### src/rtl/tnn_ctrl_pkg.sv
// Shared types and constants for the TNN classifier control blocks.
package tnn_ctrl_pkg;

  // Packed feature vector: five 2-bit features {e,d,c,b,a}, a in the LSBs.
  localparam int unsigned FEAT_W_DEF = 10;
  localparam int unsigned FEAT_BITS  = 2;
  localparam int unsigned NUM_FEAT   = 5;

  // LSB position of each feature inside the packed vector.
  localparam int unsigned FEAT_A_LSB = 0;
  localparam int unsigned FEAT_B_LSB = 2;
  localparam int unsigned FEAT_C_LSB = 4;
  localparam int unsigned FEAT_D_LSB = 6;
  localparam int unsigned FEAT_E_LSB = 8;

  typedef enum logic [1:0] {
    StIdle = 2'd0,
    StEval = 2'd1,
    StResp = 2'd2
  } tnn_state_e;

endpackage

### src/rtl/rr_arbiter.sv
// Combinational round-robin arbiter: first asserted request at or above ptr, wrapping.
module rr_arbiter #(
  parameter int unsigned NREQ  = 4,
  parameter int unsigned TAG_W = 2
) (
  input  logic [NREQ-1:0]  req,
  input  logic [TAG_W-1:0] ptr,
  output logic [NREQ-1:0]  gnt,
  output logic [TAG_W-1:0] gnt_idx,
  output logic             gnt_any
);

  // Scan NREQ positions starting at ptr; the first hit wins.
  always_comb begin
    int unsigned idx;
    idx     = 0;
    gnt     = '0;
    gnt_idx = '0;
    gnt_any = 1'b0;
    for (int unsigned k = 0; k < NREQ; k++) begin
      idx = (32'(ptr) + k) % NREQ;
      if (!gnt_any && req[idx]) begin
        gnt[idx] = 1'b1;
        gnt_idx  = TAG_W'(idx);
        gnt_any  = 1'b1;
      end
    end
  end

endmodule

### src/rtl/tnn_cls_arbiter.sv
// Round-robin sharing of one combinational TNN classifier core, with result
// return and saturating classification statistics.
module tnn_cls_arbiter
  import tnn_ctrl_pkg::*;
#(
  parameter int unsigned NREQ   = 4,
  parameter int unsigned TAG_W  = 2,
  parameter int unsigned FEAT_W = FEAT_W_DEF,
  parameter int unsigned CNT_W  = 16
) (
  input  logic                   clk,
  input  logic                   rst_n,
  input  logic [NREQ-1:0]        req_valid,
  output logic [NREQ-1:0]        req_ready,
  input  logic [NREQ*FEAT_W-1:0] req_data,
  input  logic [NREQ-1:0]        req_label,
  output logic [FEAT_W-1:0]      core_in,
  input  logic                   core_out,
  output logic                   rsp_valid,
  input  logic                   rsp_ready,
  output logic [TAG_W-1:0]       rsp_tag,
  output logic                   rsp_class,
  output logic                   rsp_match,
  input  logic                   stat_clr,
  output logic [CNT_W-1:0]       cnt_total,
  output logic [CNT_W-1:0]       cnt_pos,
  output logic [CNT_W-1:0]       cnt_err
);

  tnn_state_e        state_q, state_d;
  logic [TAG_W-1:0]  rr_ptr_q;
  logic [FEAT_W-1:0] core_in_q;
  logic [TAG_W-1:0]  tag_q;
  logic              label_q;
  logic              class_q;
  logic              match_q;
  logic [CNT_W-1:0]  total_q, pos_q, err_q;

  logic [NREQ-1:0]   gnt;
  logic [TAG_W-1:0]  gnt_idx;
  logic              gnt_any;
  logic              req_hs;
  logic              rsp_hs;

  localparam logic [CNT_W-1:0] CntMax = '1;

  rr_arbiter #(
    .NREQ  (NREQ),
    .TAG_W (TAG_W)
  ) u_rr_arbiter (
    .req     (req_valid),
    .ptr     (rr_ptr_q),
    .gnt     (gnt),
    .gnt_idx (gnt_idx),
    .gnt_any (gnt_any)
  );

  assign req_hs = (state_q == StIdle) && gnt_any && rst_n;
  assign rsp_hs = (state_q == StResp) && rsp_ready;

  // State register.
  always_ff @(posedge clk or negedge rst_n) begin
    if (!rst_n) state_q <= StIdle;
    else        state_q <= state_d;
  end

  // Next-state logic.
  always_comb begin
    state_d = state_q;
    unique case (state_q)
      StIdle:  if (req_hs) state_d = StEval;
      StEval:  state_d = StResp;
      StResp:  if (rsp_ready) state_d = StIdle;
      default: state_d = StIdle;
    endcase
  end

  // FSM outputs; req_ready is forced low while reset is held.
  always_comb begin
    req_ready = '0;
    rsp_valid = 1'b0;
    if (state_q == StIdle && rst_n) req_ready = gnt;
    if (state_q == StResp)          rsp_valid = 1'b1;
  end

  // Sample capture, result capture and round-robin pointer update.
  always_ff @(posedge clk or negedge rst_n) begin
    if (!rst_n) begin
      core_in_q <= '0;
      tag_q     <= '0;
      label_q   <= 1'b0;
      class_q   <= 1'b0;
      match_q   <= 1'b0;
      rr_ptr_q  <= '0;
    end else begin
      if (req_hs) begin
        core_in_q <= req_data[gnt_idx*FEAT_W +: FEAT_W];
        tag_q     <= gnt_idx;
        label_q   <= req_label[gnt_idx];
      end
      if (state_q == StEval) begin
        class_q <= core_out;
        match_q <= (core_out == label_q);
      end
      // Served requester drops to lowest priority.
      if (rsp_hs) begin
        rr_ptr_q <= (tag_q == TAG_W'(NREQ - 1)) ? '0 : tag_q + 1'b1;
      end
    end
  end

  // Saturating statistics; clear has priority over a coincident response.
  always_ff @(posedge clk or negedge rst_n) begin
    if (!rst_n) begin
      total_q <= '0;
      pos_q   <= '0;
      err_q   <= '0;
    end else if (stat_clr) begin
      total_q <= '0;
      pos_q   <= '0;
      err_q   <= '0;
    end else if (rsp_hs) begin
      if (total_q != CntMax)            total_q <= total_q + 1'b1;
      if (class_q && pos_q != CntMax)   pos_q   <= pos_q + 1'b1;
      if (!match_q && err_q != CntMax)  err_q   <= err_q + 1'b1;
    end
  end

  assign core_in   = core_in_q;
  assign rsp_tag   = tag_q;
  assign rsp_class = class_q;
  assign rsp_match = match_q;
  assign cnt_total = total_q;
  assign cnt_pos   = pos_q;
  assign cnt_err   = err_q;

endmodule

### config.mk
export PLATFORM = sky130hd
export DESIGN_NAME = tnn_cls_arbiter
export DESIGN_NICKNAME = d
export VERILOG_FILES = /design/src/rtl/tnn_ctrl_pkg.sv /design/src/rtl/rr_arbiter.sv /design/src/rtl/tnn_cls_arbiter.sv
export SDC_FILE = /design/constraint.sdc
export NUM_CORES = 1
export LEC_CHECK = 0
export CORE_UTILIZATION = 30
export DETAILED_ROUTE_END_ITERATION = 8
export PLACE_DENSITY = 0.6
export SKIP_CTS_REPAIR_TIMING = 1
export SLEW_MARGIN = 40
export SYNTH_ARGS = -nofsm -noshare
export SYNTH_HDL_FRONTEND = slang
export SYNTH_SLANG_ARGS = --single-unit
### constraint.sdc
create_clock -name clk -period 4.8 [get_ports clk]
set_clock_uncertainty 0.2 [all_clocks]
set_input_delay 0.96 -clock clk [delete_from_list [all_inputs] [get_ports clk]]
set_output_delay 0.96 -clock clk [all_outputs]
set_load 0.05 [all_outputs]
Word-level counts from Yosys, hierarchy flattened
Cells that the tools add are included.
- add/subtract/negate cells: 7
- $mul: 1
- div/mod/pow operators: 0
- order comparisons: 9
- equality and inequality tests: 9
- shift-type cells: 1
- muxes and demuxes: 45
- bitwise gates (word level): 3
- reductions and logical operators: 26
- operators by type and width (operator ; number):
    $mux 16 ; 9
    $add 16x1->16 const B ; 3
    $ne 16x16->1 const B ; 3
    $shiftx 40x7->10 ; 1
    $mux 4 ; 5
    $lt 2x3->1 const B ; 5
    $mux 1 ; 14
    $mux 2 ; 7
    $logic_and 1x1->1 ; 13
    $or 4x4->4 ; 3
    $bmux 1 s2 ; 5
    $demux 1 s2 ; 4
    $ge 2x1->1 const B ; 4
    $reduce_and 2->1 ; 4
    $reduce_bool 2->1 ; 4
    $pmux 2 s3 ; 1
    $mul 2x3->5 const B ; 1
    $add 2x1->2 const B ; 2
    $add 2x2->2 const B ; 2
    $eq 2x2->1 const B ; 2
    $logic_not 1->1 ; 4
    $ne 2x2->1 const B ; 2
    $eq 2x1->1 const B ; 1
    $logic_not 2->1 ; 1
    $eq 1x1->1 ; 1
- register bits: 67
- latch bits: 0
- RAM bits: 0
- bits in read-only memories: 0
- input port bits: 53
- output and inout port bits: 67
- logic and storage cells: 111
- memories kept: 0

Depth between registers and ports, before layout
Gate-level depths: netlist of run 1.
- depth in word-level cells: 16
- depth in mapped cells: 10
- depth with buffers taken out: 8

Cells and area by module
Synthesis of run 1 repeated with hierarchy kept, for this count alone.
- cell total of the unflattened synthesis: 418
- area total of the unflattened synthesis: 4204.0 um^2
- modules (own cells, without submodules) (module ; instances ; cells each ; area each (um^2) ; seq. area each (um^2)):
    tnn_cls_arbiter ; 1 ; 373 ; 3781.1 ; 1676.6
    rr_arbiter ; 1 ; 45 ; 422.9 ; 0.0

Worst setup path before layout of run 1
OpenSTA, ideal clock, no wires.
- path type: input to output
- start point: input port req_valid[3]
- end point: output port req_ready[0]
- arrival time: 2695 ps
- data required time: 3640 ps
- setup slack: 945 ps
- stages: 5
- buffers on the path: 1
- cells stage by stage: mux4_2 -> buf_6 -> nor3_1 -> a221oi_1 -> nor2_1
- word-level cells in the longest chain between the ends: 13
- elaborated cells on any way between the ends: 25
- classes of those cells: mux: 16; bitwise: 3; reduce/logical: 6
- RTL lines (element ; RTL line ; RTL):
    start: declaration ; tnn_cls_arbiter.sv:13 ; input logic [NREQ-1:0] req_valid,
    $bmux 1 s2 ; rr_arbiter.sv:22 ; if (!gnt_any && req[idx]) begin
    $mux 1 (not written as such) ; rr_arbiter.sv:22 ;
    $mux 1 ; rr_arbiter.sv:22 ;
    $logic_not 1->1 ; rr_arbiter.sv:22 ;
    $logic_and 1x1->1 ; rr_arbiter.sv:22 ;
    $mux 1 ; rr_arbiter.sv:22 ;
    $logic_not 1->1 ; rr_arbiter.sv:22 ;
    $logic_and 1x1->1 ; rr_arbiter.sv:22 ;
    $mux 1 ; rr_arbiter.sv:22 ;
    $logic_not 1->1 ; rr_arbiter.sv:22 ;
    $logic_and 1x1->1 ; rr_arbiter.sv:22 ;
    $mux 4 * ; rr_arbiter.sv:22 ;
    $mux 4 * ; tnn_cls_arbiter.sv:82 ; if (state_q == StIdle && rst_n) req_ready = gnt;
    end: declaration ; tnn_cls_arbiter.sv:14 ; output logic [NREQ-1:0] req_ready,
Mark *: on every way between the ends. The rest lies on a longest branch, timed or not. The select of a mux whose other input is x is not followed.

Final worst setup path of run 1
- start point: input port req_valid[2]
- end point: output port req_ready[0]
The elaborated chain is that of the path after synthesis.

==> results of run 1 <==
placed cells by master (no fill, tap or decap), drive strengths merged, types with 2 or more instances in the layout:
cell,Yosys,final
xnor2,23,23
and3,2,2
clkdlybuf4s50,0,113
inv,12,12
dfrtp,67,67
nand2,35,35
xor2,18,18
nor4,7,7
nand4,7,7
o21ai,22,22
or2,2,2
mux2i,16,16
clkbuf,11,13
nand3,25,25
nor3,12,12
mux4,4,4
buf,8,11
and4,5,5
nor2,61,61
a22oi,4,4
a221oi,4,4
a211oi,2,2
ha,11,11
or3,9,9
a21o,12,12
nand2b,3,3
o211ai,14,14
a21oi,5,5
and2,4,4
mux2,3,3
worst max-delay path by stage:
stage | start | endpoint | slack [ns] | cells past startpoint
finish | req_valid[2] | req_ready[0] | 0.51 | 8
global route | req_valid[2] | req_ready[0] | 0.37 | 8
CTS | req_valid[2] | req_ready[0] | 0.54 | 7
detailed placement | req_valid[2] | req_ready[0] | 0.55 | 7
global placement | req_valid[2] | req_ready[1] | 0.66 | 7
floorplan | req_valid[3] | req_ready[0] | 0.95 | 5
critical path, delay by kind of cell:
family                 cells  cell delay, ns
buffers and inverters      2            0.71
AND/OR/NAND/NOR            3            0.66
multiplexers               1            0.63
AO/OA/AOI/OAI              2            0.19
state kept, by name, summed over array words and instances, names as in the netlist:
signal,cells
cnt_pos,16
rsp_class,1
rsp_tag,2
rsp_match,1
label_q,1
state_q,2
core_in,10
cnt_total,16
rr_ptr_q,2
cnt_err,16
layer usage:
metal / up-vias / share of wire, % / GRT usage [%]
met2: 135 / 47 / 24.7
met5: - / 0 / 0
li1: 1727 / - / -
met1: 1725 / 44 / 19.7
met3: 22 / 6.6 / 5.04
met4: 0 / 2.4 / 6.89
where the power goes:
group          total [uW]  leakage [uW]  internal, uW  switching, uW
sequential            722      0.000907           647           74.5
clock                 637      0.000140           400            237
combinational        1280       0.00122           497            781
total                2640       0.00226          1540           1090
cells in the mapped netlist, types with 2 or more instances:
library cell  number  share of area [%]
dfrtp_1           67                 42
nor2_1            61                5.7
nand2_1           33                3.1
nand3_1           25                3.1
xnor2_1           23                5.0
o21ai_0           20                2.5
xor2_1            18                3.9
mux2i_1           16                4.0
a21o_1            12                2.2
inv_1             12                1.1
ha_1              11                3.4
nor3_1            11                1.4
clkbuf_1           9               0.84
o211ai_2           9                2.8
or3_1              9                1.4
nand4_1            7                1.1
nor4_1             7                1.1
a21oi_1            5               0.62
and4_1             5                1.1
o211ai_1           5               0.93
a221oi_1           4               0.87
a22oi_1            4               0.75
and2_1             4               0.62
buf_6              4                1.1
mux4_2             4                2.2
buf_2              3               0.37
mux2_2             3               0.84
a211oi_1           2               0.37
and3_1             2               0.31
clkbuf_2           2               0.25
nand2_2            2               0.31
nand2b_1           2               0.31
o21ai_1            2               0.25
or2_2              2               0.31
cells by family after synthesis:
| family | Yosys count |
|---|---|
| muxes | 23 |
| and+or+nand+nor | 177 |
| AOI/OAI and AO/OA | 73 |
| xor gates and xnor gates | 41 |
| adders and majority gates | 11 |
| DFF | 67 |
| buffers and inverters | 31 |
area by class of cell:
cell class                      instances  area share, %
Clock buffer                           13           4.93
Inverter                               12          0.792
Clock inverter                          1          0.132
Sequential cell                        67           29.5
Tap cell                              172           3.78
Timing Repair Buffer                  124           22.2
Multi-Input combinational cell        325           38.7
metrics by stage:
step / setup WS, ns / hold slack [ns] / instance area, um^2
6_report: 0.509 / 0.296 / 5690
3_3_place_gp: 0.659 / 0.273 / 5390
3_5_place_dp: 0.549 / 0.276 / 5400
4_1_cts: 0.543 / 0.295 / 5690
5_1_grt: 0.367 / 0.322 / 5690
2_1_floorplan: 0.945 / 0.287 / 4030
==> impl_metrics.py, run 1 <==
metrics = {
    "finish": {
        "utilization_pct": 44.2,
        "num_antenna_cells": 0,
        "drive_gt1_share_pct": 9.59,
        "fillers": 1253,
        "instances_no_fill": 714,
        "layout.nets": 603,
        "area_growth_pct": 41.2,
        "seqCellArea_um2": 1680,
        "multiInputGateArea_um2": 2200,
    },
    "critical_path": {
        "worstPathRequired_ns": 3.64,
        "cp-start-kind": "primary input",
        "worstSetupPathType": "in2out",
        "crit_slowest_cell": "mux4_2",
        "cp-end-kind": "output pin",
        "r2r_setup_slack_ns": 1.59,
        "cpMostUsedCell": "nor2_1",
        "crit_path_cell_trace": "clkdlybuf4s50_1 -> mux4_2 -> nor2b_2 -> a22oi_1 -> nor2_1 -> a221oi_1 -> nor2_1 -> buf_12",
        "cp.arrival_ns": 3.13,
        "critPathMaxStageDelay_ns": 0.63,
        "rr_startpoint": "rr_ptr_q[1]",
        "timing.rr.end": "core_in[3]",
        "rr_worst_depth": 8,
        "cp_max_fo": 9,
    },
    "timing": {
        "finalSetupViolations": 0,
        "min_period_over_period_pct": 89.4,
        "worst_pin_slew_ns": 0.700,
        "slew_headroom_pct": 52.9,
        "hold_viol": 0,
        "slew_violations": 0,
        "rsz0062_at_grt": "no",
        "fin_crit_ns": 4.29,
        "fmax_ghz": 0.233,
        "tns_ns": 0,
    },
    "logic_synthesis": {
        "synth-compound-area-share_pct": 13.8,
        "ys.flop_type": "dfrtp_1",
        "synth-xor-area-share_pct": 8.91,
        "synth_nets": 487,
        "yosysSeqAreaShare_pct": 41.6,
        "ys_warn_count": 0,
        "ys_async_sr_fraction_pct": 100,
        "synth_edf_count": 0,
        "synthAdderAreaFrac_pct": 3.42,
        "synth_simple_gate_area_share_pct": 21.3,
        "synth-seq-cells": 67,
        "synthMuxAreaShare_pct": 7.05,
        "post_synth_num_cell_types": 52,
        "synth_top_family_by_area": "simple AND/OR/NAND/NOR gates",
        "synthCells": 423,
        "avgSynthCellArea_um2": 9.53,
        "syn_area_um2": 4030,
    },
    "grt": {
        "globalRouteOverflowTotal": 0,
        "grt_pass1_vias": 3521,
        "track_usage_pct": 15.7,
        "grt_pass1_wl_um": 17400,
        "grt_max_degree": 68,
        "antenna_found_initial": 0,
    },
    "power_and_ir_drop": {
        "p_leak_uw": 0.00226,
        "power.total_uw": 2640,
        "peakVddDrop_mv": 0.356,
        "power.density_nw_per_um2": 463,
    },
    "min_path": {
        "min_path_type": "reg2reg",
        "min_delay_path_depth": 2,
        "hp-start": "core_in[4]",
        "hold_end": "core_in[4]",
    },
    "floorplan": {
        "die_w_um": 118,
        "die-area_um2": 13900,
        "start_util_pct": 31.3,
        "pin_count": 120,
        "coreArea_um2": 12900,
        "placementRows": 41,
        "fp.dieH_um": 118,
    },
    "run": {
        "maxCapViolCount": 0,
    },
    "clock_network": {
        "path_clk_slew_ns": 0.06,
        "cts_buffers": 9,
        "ctsRootBufferMaster": "clkbuf_16",
        "clockBufferDepth": 2,
        "cts.sinks": 67,
        "htreeDepth": 3,
        "clk_latency_ns": 0.34,
        "tritoncts": "built",
    },
    "route": {
        "drc": 0,
        "via_count": 3609,
        "routed_wirelength_um": 10500,
        "dr.first_iter.drc_count": 205,
        "first_pass_iters": 4,
        "viasPerCell": 5.05,
        "wl_per_cell_um": 14.8,
        "ant_nets": 0,
    },
    "outcome": {
        "outcome": "finished clean",
    },
    "placed_design": {
        "dp_cells": 700,
        "port_buffers": 119,
        "place.gp.congestion": 0.817,
        "place_hpwl_um": 7640,
    },
}
Note: power is estimated with default switching activity, not from simulation.
==> run 2, diff against run 1 <==
- ABC_CLOCK_PERIOD_IN_PS: not set -> 4800
- CTS_CLUSTER_SIZE: not set -> 20
- SETUP_SLACK_MARGIN: not set -> 0.1
==> results of run 2 <==
The final DEF is identical to that of run 1; final timing and power are the same.
